[src/rtl/sdram_cpu_bridge.sv]
// sdram_cpu_bridge: CPU byte bus to SDRAM toggle port; optional read cache via SDRAM_CPU_BRIDGE_RDCACHE_EN
module sdram_cpu_bridge (
  input  logic        clk,
  input  logic        reset,
  input  logic        cpu_rd,
  input  logic        cpu_wr,
  input  logic [21:0] cpu_a,
  input  logic [7:0]  cpu_d,
  output logic [7:0]  cpu_q,
  output logic        cpu_q_valid,
  output logic        cpu_busy,
  input  logic        cache_flush,
  output logic        port_req,
  input  logic        port_ack,
  output logic        port_we,
  output logic [20:0] port_a,
  output logic [1:0]  port_ds,
  output logic [15:0] port_d,
  input  logic [15:0] port_q
);
  typedef enum logic [1:0] {SYNC, IDLE, RD, WR} state_t;
  state_t state_q, state_d;
  logic busy_q, busy_d, sync_q, sync_d, req_q, req_d, we_q, we_d, lane_q, lane_d, qv_q, qv_d;
  logic [20:0] a_q, a_d;
  logic [1:0] ds_q, ds_d;
  logic [15:0] d_q, d_d;
  logic [7:0] q_q, q_d;
  logic hit;
  logic [15:0] cache_data;
  logic done;
  assign done = port_ack == req_q;
`ifdef SDRAM_CPU_BRIDGE_RDCACHE_EN
  logic cv_q;
  logic [20:0] ctag_q;
  logic [15:0] cdata_q;
  assign cache_data = cdata_q;
  assign hit = cv_q && ctag_q == cpu_a[21:1] && !cache_flush;
  // cache: fill on read completion, merge posted writes to the cached word, flush clears valid
  always_ff @(posedge clk or posedge reset)
    if (reset) begin
      cv_q <= 1'b0;
      ctag_q <= '0;
      cdata_q <= '0;
    end else begin
      if (state_q == RD && done) begin
        cv_q <= 1'b1;
        ctag_q <= a_q;
        cdata_q <= port_q;
      end else if (state_q == IDLE && cpu_wr && ctag_q == cpu_a[21:1]) begin
        if (cpu_a[0]) cdata_q[7:0] <= cpu_d;
        else cdata_q[15:8] <= cpu_d;
      end
      if (cache_flush) cv_q <= 1'b0;
    end
`else
  logic unused_flush;
  assign unused_flush = cache_flush;
  assign cache_data = '0;
  assign hit = 1'b0;
`endif
  // state and port registers
  always_ff @(posedge clk or posedge reset)
    if (reset) begin
      state_q <= SYNC;
      busy_q <= 1'b1;
      sync_q <= 1'b0;
      req_q <= 1'b0;
      we_q <= 1'b0;
      lane_q <= 1'b0;
      qv_q <= 1'b0;
      a_q <= '0;
      ds_q <= '0;
      d_q <= '0;
      q_q <= '0;
    end else begin
      state_q <= state_d;
      busy_q <= busy_d;
      sync_q <= sync_d;
      req_q <= req_d;
      we_q <= we_d;
      lane_q <= lane_d;
      qv_q <= qv_d;
      a_q <= a_d;
      ds_q <= ds_d;
      d_q <= d_d;
      q_q <= q_d;
    end
  // next state: resync request level, issue requests, complete on matching ack
  always_comb begin
    state_d = state_q;
    busy_d = busy_q;
    sync_d = sync_q;
    req_d = req_q;
    we_d = we_q;
    lane_d = lane_q;
    qv_d = 1'b0;
    a_d = a_q;
    ds_d = ds_q;
    d_d = d_q;
    q_d = q_q;
    case (state_q)
      SYNC: begin
        sync_d = 1'b1;
        req_d = sync_q ? req_q : port_ack;
        state_d = sync_q ? IDLE : SYNC;
        busy_d = !sync_q;
      end
      IDLE:
        if (cpu_wr) begin
          a_d = cpu_a[21:1];
          ds_d = cpu_a[0] ? 2'b01 : 2'b10;
          d_d = {cpu_d, cpu_d};
          we_d = 1'b1;
          req_d = !req_q;
          busy_d = 1'b1;
          state_d = WR;
        end else if (cpu_rd && hit) begin
          q_d = cpu_a[0] ? cache_data[7:0] : cache_data[15:8];
          qv_d = 1'b1;
        end else if (cpu_rd) begin
          a_d = cpu_a[21:1];
          ds_d = 2'b11;
          we_d = 1'b0;
          lane_d = cpu_a[0];
          req_d = !req_q;
          busy_d = 1'b1;
          state_d = RD;
        end
      RD:
        if (done) begin
          q_d = lane_q ? port_q[7:0] : port_q[15:8];
          qv_d = 1'b1;
          busy_d = 1'b0;
          state_d = IDLE;
        end
      default:
        if (done) begin
          busy_d = 1'b0;
          state_d = IDLE;
        end
    endcase
  end
  assign cpu_q = q_q;
  assign cpu_q_valid = qv_q;
  assign cpu_busy = busy_q;
  assign port_req = req_q;
  assign port_we = we_q;
  assign port_a = a_q;
  assign port_ds = ds_q;
  assign port_d = d_q;
endmodule

[config.mk]
export PLATFORM = sky130hd
export DESIGN_NAME = sdram_cpu_bridge
export DESIGN_NICKNAME = d
export VERILOG_FILES = /design/src/rtl/sdram_cpu_bridge.sv
export SDC_FILE = /design/constraint.sdc
export NUM_CORES = 1
export LEC_CHECK = 0
export ABC_AREA = 1
export CORE_AREA = 2 2 80 82
export DETAILED_ROUTE_END_ITERATION = 6
export DIE_AREA = 0 0 82 84
export PLACE_DENSITY = 0.8
export SLEW_MARGIN = 10
export SYNTH_ARGS = -nofsm -noshare
export SYNTH_HDL_FRONTEND = slang
export SYNTH_SLANG_ARGS = --single-unit
[constraint.sdc]
create_clock -name clk -period 3.72 [get_ports clk]
set_clock_uncertainty 0.2 [all_clocks]
set_input_delay 0.744 -clock clk [delete_from_list [all_inputs] [get_ports clk]]
set_output_delay 0.744 -clock clk [all_outputs]
set_load 0.02 [all_outputs]
; ---- Word-level counts from Yosys, hierarchy flattened
; Index checks and enable logic that the tools add are counted.
[classes]
n_reduce_logical = 12
mux = 23
eq_ne = 5
bitwise = 1
[ops]
columns = cell, n
row1 = 21-bit 2-to-1 mux, 2
row2 = 2-bit 2-to-1 mux, 6
row3 = 1-bit 2-to-1 mux, 11
row4 = 8-bit 2-to-1 mux, 1
row5 = 2-bit AND reduction, 4
row6 = 3-bit AND reduction, 2
row7 = 1-bit one-hot mux with 2 select lines, 2
row8 = 2-bit one-hot mux with 2 select lines, 1
row9 = 2-bit nonzero test, 2
row10 = 3-bit inequality test (second input constant), 1
row11 = 3-bit nonzero test, 1
row12 = 2-bit by 1-bit equality test with 1-bit output (second input constant), 1
row13 = 2-bit equality test (second input constant), 1
row14 = 1-bit logical NOT, 2
row15 = 2-bit logical NOT, 1
row16 = 2-bit inequality test (second input constant), 1
row17 = 1-bit equality test, 1
row18 = 1-bit inverter, 1
[word_totals]
register_bits = 55
inputBits = 52

; ---- Depth between registers and ports, before layout
; Gate-level depths: netlist of run 1.
[depth]
ltp_word = 4
depth_mapped = 7
mapped_depth_nobuf = 7

; ---- Worst setup path before layout of run 1
; No wires, ideal clock.
[synth_path]
kind = input to register
from = input port cpu_wr
to = register state_q[1]
required_ns = 3.399
slack_ns = 2.136
setup_ns = 0.121
stages = 5
arrival_time_ns = 1.263
path_buffers = 1
path_cell_list = nor2_2 -> inv_1 -> nand2_4 -> buf_6 -> nand2_1
[synth_via]
elab_chain_len = 2
elab_cells_between_ends = 4
cone_classes = eq/ne: 1 / mux: 2 / reduce/logical: 1
[synth_rtl]
columns = item, line_no
row1 = from (decl), 6  ; input logic cpu_wr,
row2 = 2-bit 2-to-1 mux or 3-bit inequality test (tied branches), --
row3 = 2-bit one-hot mux with 2 select lines or 2-bit AND reduction (tied branches), --
row4 = to (signal assigned), 76  ; state_q <= state_d;
row5 = to (decl), 22  ; state_t state_q, state_d;
; Several ways; a longest one is shown, not always the timed one.
; A chain may end at the register's enable or synchronous reset.

; ---- Final worst setup path of run 1
[layout_path]
from = register busy_q (netlist: cpu_busy)
to = output port cpu_busy
[layout_rtl]
columns = item, line_no
row1 = from (decl), 23  ; logic busy_q, busy_d, sync_q, sync_d, req_q, req_d, we_q, we_d, lane_q, lane_d, qv_q, qv_d;
row2 = from (signal assigned), 77  ; busy_q <= busy_d;
row3 = to (decl), 11  ; output logic cpu_busy,
; No word-level cell between the ends.

==> results of run 1 <==
logic make-up (layout without fill, tap and decap cells):
kind of cell	count (synthesis)	in the layout
simple gates	155	155
flops	47	47
buf+inv	34	127
compound gates	13	13
synth_stat cells (all sizes together):
| cell | number | area share, % |
|---|---|---|
| nand2 | 145 | 27 |
| nor2 | 6 | 1.6 |
| o21ai | 11 | 2.7 |
| dfstp | 1 | 1.3 |
| buf | 15 | 5.9 |
| nand3 | 4 | 0.98 |
| a21oi | 2 | 0.49 |
| inv | 18 | 3.3 |
| dfrtp | 46 | 56 |
| clkinv | 1 | 0.18 |
sequential cells by signal, summed over array words and instances (netlist names), 2 cells and up:
signal,cells
port_a,21
cpu_q,8
port_d,8
port_ds,2
state_q,2
power breakdown:
group | total, mW | internal (mW) | switching (mW)
Sequential | 0.910 | 0.750 | 0.159
Combinational | 1.38 | 0.628 | 0.750
Clock | 0.283 | 0.126 | 0.157
how the worst max path moves through the flow:
stage | to | from
2_1_floorplan | cpu_q[0] | reset
3_3_place_gp | port_ds[1] | cpu_wr
3_5_place_dp | port_ds[1] | cpu_wr
4_1_cts | cpu_busy | cpu_busy
5_1_grt | cpu_busy | cpu_busy
6_report | cpu_busy | cpu_busy
per-stage QoR:
| step | hold WS (ns) | power (mW) | instance area [um^2] | util (%) | instances |
|---|---|---|---|---|---|
| floorplan | 0.239 | 1.73 | 2040 | - | 249 |
| global placement | 0.253 | 2.28 | 3040 | 49.8 | 413 |
| detailed placement | 0.252 | 2.32 | 3040 | 49.8 | 413 |
| CTS | 0.273 | 2.62 | 3110 | 51.0 | 419 |
| global route | 0.293 | 2.78 | 3110 | 51.0 | 419 |
| finish | 0.267 | 2.57 | 3110 | 51.0 | 419 |
metal layers:
layer  share of wire, %  GRT usage [%]
met2                 48           25.4
met3                9.0           5.52
met4               0.76           2.27
met1                 42           16.4
met5                  0              0
cell type report:
| type | count | share of cell area (%) |
|---|---|---|
| Inverter | 19 | 2.29 |
| Sequential cell | 47 | 37.9 |
| Tap cell | 77 | 3.10 |
| Multi-Input combinational cell | 168 | 21.7 |
| Timing Repair Buffer | 102 | 32.7 |
| Clock buffer | 6 | 2.33 |
==> flow_summary.toml, run 1 <==
[run_status]
status = "finished clean"

[clocking]
cts_hold_buffers = 0
clk_latency_ns = 0.29
clk_pin_slew_ns = 0.08
clkSinkCount = 47
htreeDepth = 2
clock_tree.root_cell = "clkbuf_8"
cts_tree = "done"
clock_path_buffers = 2
cts_made_buffers = 5
post_cts_buffers = 0
post_cts_resized = 0

[place]
numPortBuffers = 101
globalplace.congestion = 0.761
place_ws_ns = 1.45
dp.final_hpwl_um = 3460

[timing]
fin_crit_sh_pct = 64.0
period_needed_ns = 2.38
final-hold-violation-count = 0
report.final.slew_viol_count = 0
worstMarginPinSlew_ns = 0.967
setup_violations = 0
timing.slew.headroom_pct = 35.5
setup_ws_ns = 1.34
rsz0062_at_grt = "no"
clock.fmax_mhz = 420
setup_tns_ns = 0

[logic_synthesis]
yosysWarnings = 0
ys_ff_latch = 47
synth_area_um2 = 2040
synth_compound_area_share_pct = 3.18
synth_top_family_by_area = "simple AND/OR/NAND/NOR gates"
synth_xor_area_share_pct = 0
synth_mux_area_share_pct = 0
syn_nets = 301
synthesis.instances = 249
seq_area_frac_synth_pct = 57.6
ys_types = 17
syn_area_per_cell_um2 = 8.21
synth-simple-area-share_pct = 29.8
synthAdderAreaFrac_pct = 0

[worst_hold_path]
hold_end = "cpu_busy"
holdPathStages = 2
hold_class = "register to register"
hold_path_startpoint = "cpu_busy"

[global_route]
grt_use_total_pct = 14.3
grt_pass1_wl_um = 7820
grt-ovfl-total = 0
antenna_found_initial = 0
first_global_vias = 1799
grt_start_max_net_pins = 48

[floorplan]
die_x_um = 82
core_region_area_um2 = 6100
dieHeight_um = 84
initial_utilization_pct = 33.5
fp.dieArea_um2 = 6890
rows = 29
ios = 103

[worst_setup_path]
slowest_delay_ns = 0.61
path_delay_family = "buffers and inverters"
worstSetupPathType = "register to output port"
critPathSlowestCell = "clkdlybuf4s50_1"
end_kind = "output port"
start_kind = "register"
worstReg2RegEnd = "port_ds[0]"
r2r_start = "state_q[1]"
worst-path-buf-inv = 1
path_cells = "clkdlybuf4s50_1"
cp.depth = 1
cp.arrival_ns = 1.44
r2r_cells = 5
rrSetupSlack_ns = 2.21
worstPathMaxFanout = 2
worstPathRequired_ns = 2.78

[layout]
seqCellArea_um2 = 1180
multiInputGateArea_um2 = 674
final_common_cell = "nand2_1"
drive_above_1_share_pct = 4.68
num_antenna_cells = 0
nFillCells = 579
area_growth_pct = 52.2
layout.nets = 395
layout_common_cells = "142 x nand2_1, 101 x clkdlybuf4s50_1, 46 x dfrtp_1"

[route]
via_per_inst = 4.31
drt-total-wl_um = 4720
drt-initial-drc-count = 71
wl_per_cell_um = 11.3
dr.pass1.iters = 4
drc = 0
vias = 1807
ant_nets = 0

[power]
p_leak_nw = 1.54
p_per_area_nw_per_um2 = 826
ir_drop_uv = 398

[run]
max_cap_viol_count = 0
Power figures use the tool's default switching activity.
==> run 2, diff against run 1 <==
- clock period: 3.72 -> 2.3 ns (I/O delays scaled with it)
==> run 2 against run 1 <==
  * Critical path type unchanged
  * Critical path depth did not move
  * Highest routed layer unchanged
  * Total power rose by 65%
  * Largest cell class unchanged
  * Non-clock buffer count is 3 higher
==> flow_summary.toml, run 2 (synthesis gave the netlist of run 1 again) <==
[clocking]
clock_path_buffers = 2
clock_tree.root_cell = "clkbuf_8"
post_cts_resized = 0
cts_made_buffers = 5
cts_tree = "done"
clk_pin_slew_ns = 0.08
clkSinkCount = 47
post_cts_buffers = 0
clk_latency_ns = 0.29
htreeDepth = 2
cts_hold_buffers = 0

[timing]
setup_tns_ns = 0
setup_ws_ns = 0.198
clock.fmax_mhz = 476
final-hold-violation-count = 0
setup_violations = 0
rsz0062_at_grt = "no"
period_needed_ns = 2.10
report.final.slew_viol_count = 0
timing.slew.headroom_pct = 70.4
fin_crit_sh_pct = 91.4
worstMarginPinSlew_ns = 0.444

[global_route]
grt_use_met2_pct = 26.9
grt-ovfl-total = 0
grt_use_total_pct = 14.7
antenna_found_initial = 0
globalRouteMet3Util_pct = 5.19
first_global_vias = 1891
grt_start_max_net_pins = 25
grt_pass1_wl_um = 7950
grt_busiest_layer = "met2"
met1_usage_pct = 15.5

[floorplan]
core_region_area_um2 = 6100
rows = 29
ios = 103
die_x_um = 82
initial_utilization_pct = 33.5
fp.dieArea_um2 = 6890
dieHeight_um = 84

[layout]
final_common_cell = "nand2_1"
layout.cells.non_filler = 424
layout.nets = 398
fin_util_pct = 52.1
finalInstanceArea_um2 = 3170
drive_above_1_share_pct = 6.05
layout_common_cells = "142 x nand2_1, 101 x clkdlybuf4s50_1, 46 x dfrtp_1"
largest_reg_flops = 21
num_antenna_cells = 0
area_growth_pct = 55.3

[worst_hold_path]
hold_path_startpoint = "cpu_busy"
hold_end = "cpu_busy"
hold_class = "register to register"
holdPathStages = 2

[place]
globalplace.congestion = 0.775
dp.final_hpwl_um = 3560
place_area_um2 = 3070
numPortBuffers = 101
place_ws_ns = 0.312
numPlacedInstances = 416

[route]
dr.pass1.iters = 4
drt-total-wl_um = 4680
ant_nets = 0
drt-initial-drc-count = 54
drc = 0
wl_per_cell_um = 11.0
vias = 1823
via_per_inst = 4.30

[worst_setup_path]
cp.arrival_ns = 1.44
end_kind = "output port"
critPathSlowestCell = "clkdlybuf4s50_1"
worstReg2RegEnd = "port_a[10]"
r2r_cells = 6
path_delay_family = "buffers and inverters"
worstPathRequired_ns = 1.64
path_cells = "clkdlybuf4s50_1"
r2r_start = "state_q[1]"
worstPathMaxFanout = 2
worstSetupPathType = "register to output port"
slowest_delay_ns = 0.62
start_kind = "register"
worst-path-buf-inv = 1
rrSetupSlack_ns = 0.85

[run_status]
status = "finished clean"

[power]
p_leak_nw = 1.58
ir_drop_uv = 724
p_per_area_nw_per_um2 = 1340

[run]
max_cap_viol_count = 0
==> run 2: layer usage <==
layer	vias to the layer above	wire length, um
li1	930	-
met1	818	1890
met2	69	2320
met3	6	421
met4	0	47
met5	-	0
==> run 2: worst max-delay path by stage <==
stage | startpoint | end | slack [ns] | cells after the start
2_1_floorplan | reset | cpu_q[0] | 0.53 | 1
3_3_place_gp | cpu_wr | port_req | 0.32 | 7
3_5_place_dp | cpu_wr | port_req | 0.31 | 7
4_1_cts | cpu_busy | cpu_busy | 0.18 | 1
5_1_grt | cpu_busy | cpu_busy | 0.15 | 1
6_report | cpu_busy | cpu_busy | 0.20 | 1
==> run 2: report_power, final <==
group / switching, mW / internal, mW / leakage, nW / total [mW]
clock network: 0.254 / 0.274 / 0.0515 / 0.528
logic: 1.22 / 1.03 / 0.953 / 2.25
registers: 0.261 / 1.21 / 0.574 / 1.47
total: 1.74 / 2.52 / 1.58 / 4.25
==> run 2: final cells by class <==
class,count,area [um^2]
flip-flops and latches,47,1180
clock buffers,8,100
well taps,77,96.3
fillers,595,2920
repair buffers,105,1050
multi-input cells,168,674
inverters,19,71.3
==> run 2: through the flow <==
stage	hold slack, ns	total power, mW
finish	0.265	4.25
CTS	0.269	4.32
floorplan	0.239	2.80
global placement	0.253	3.71
global route	0.286	4.60
detailed placement	0.257	3.77
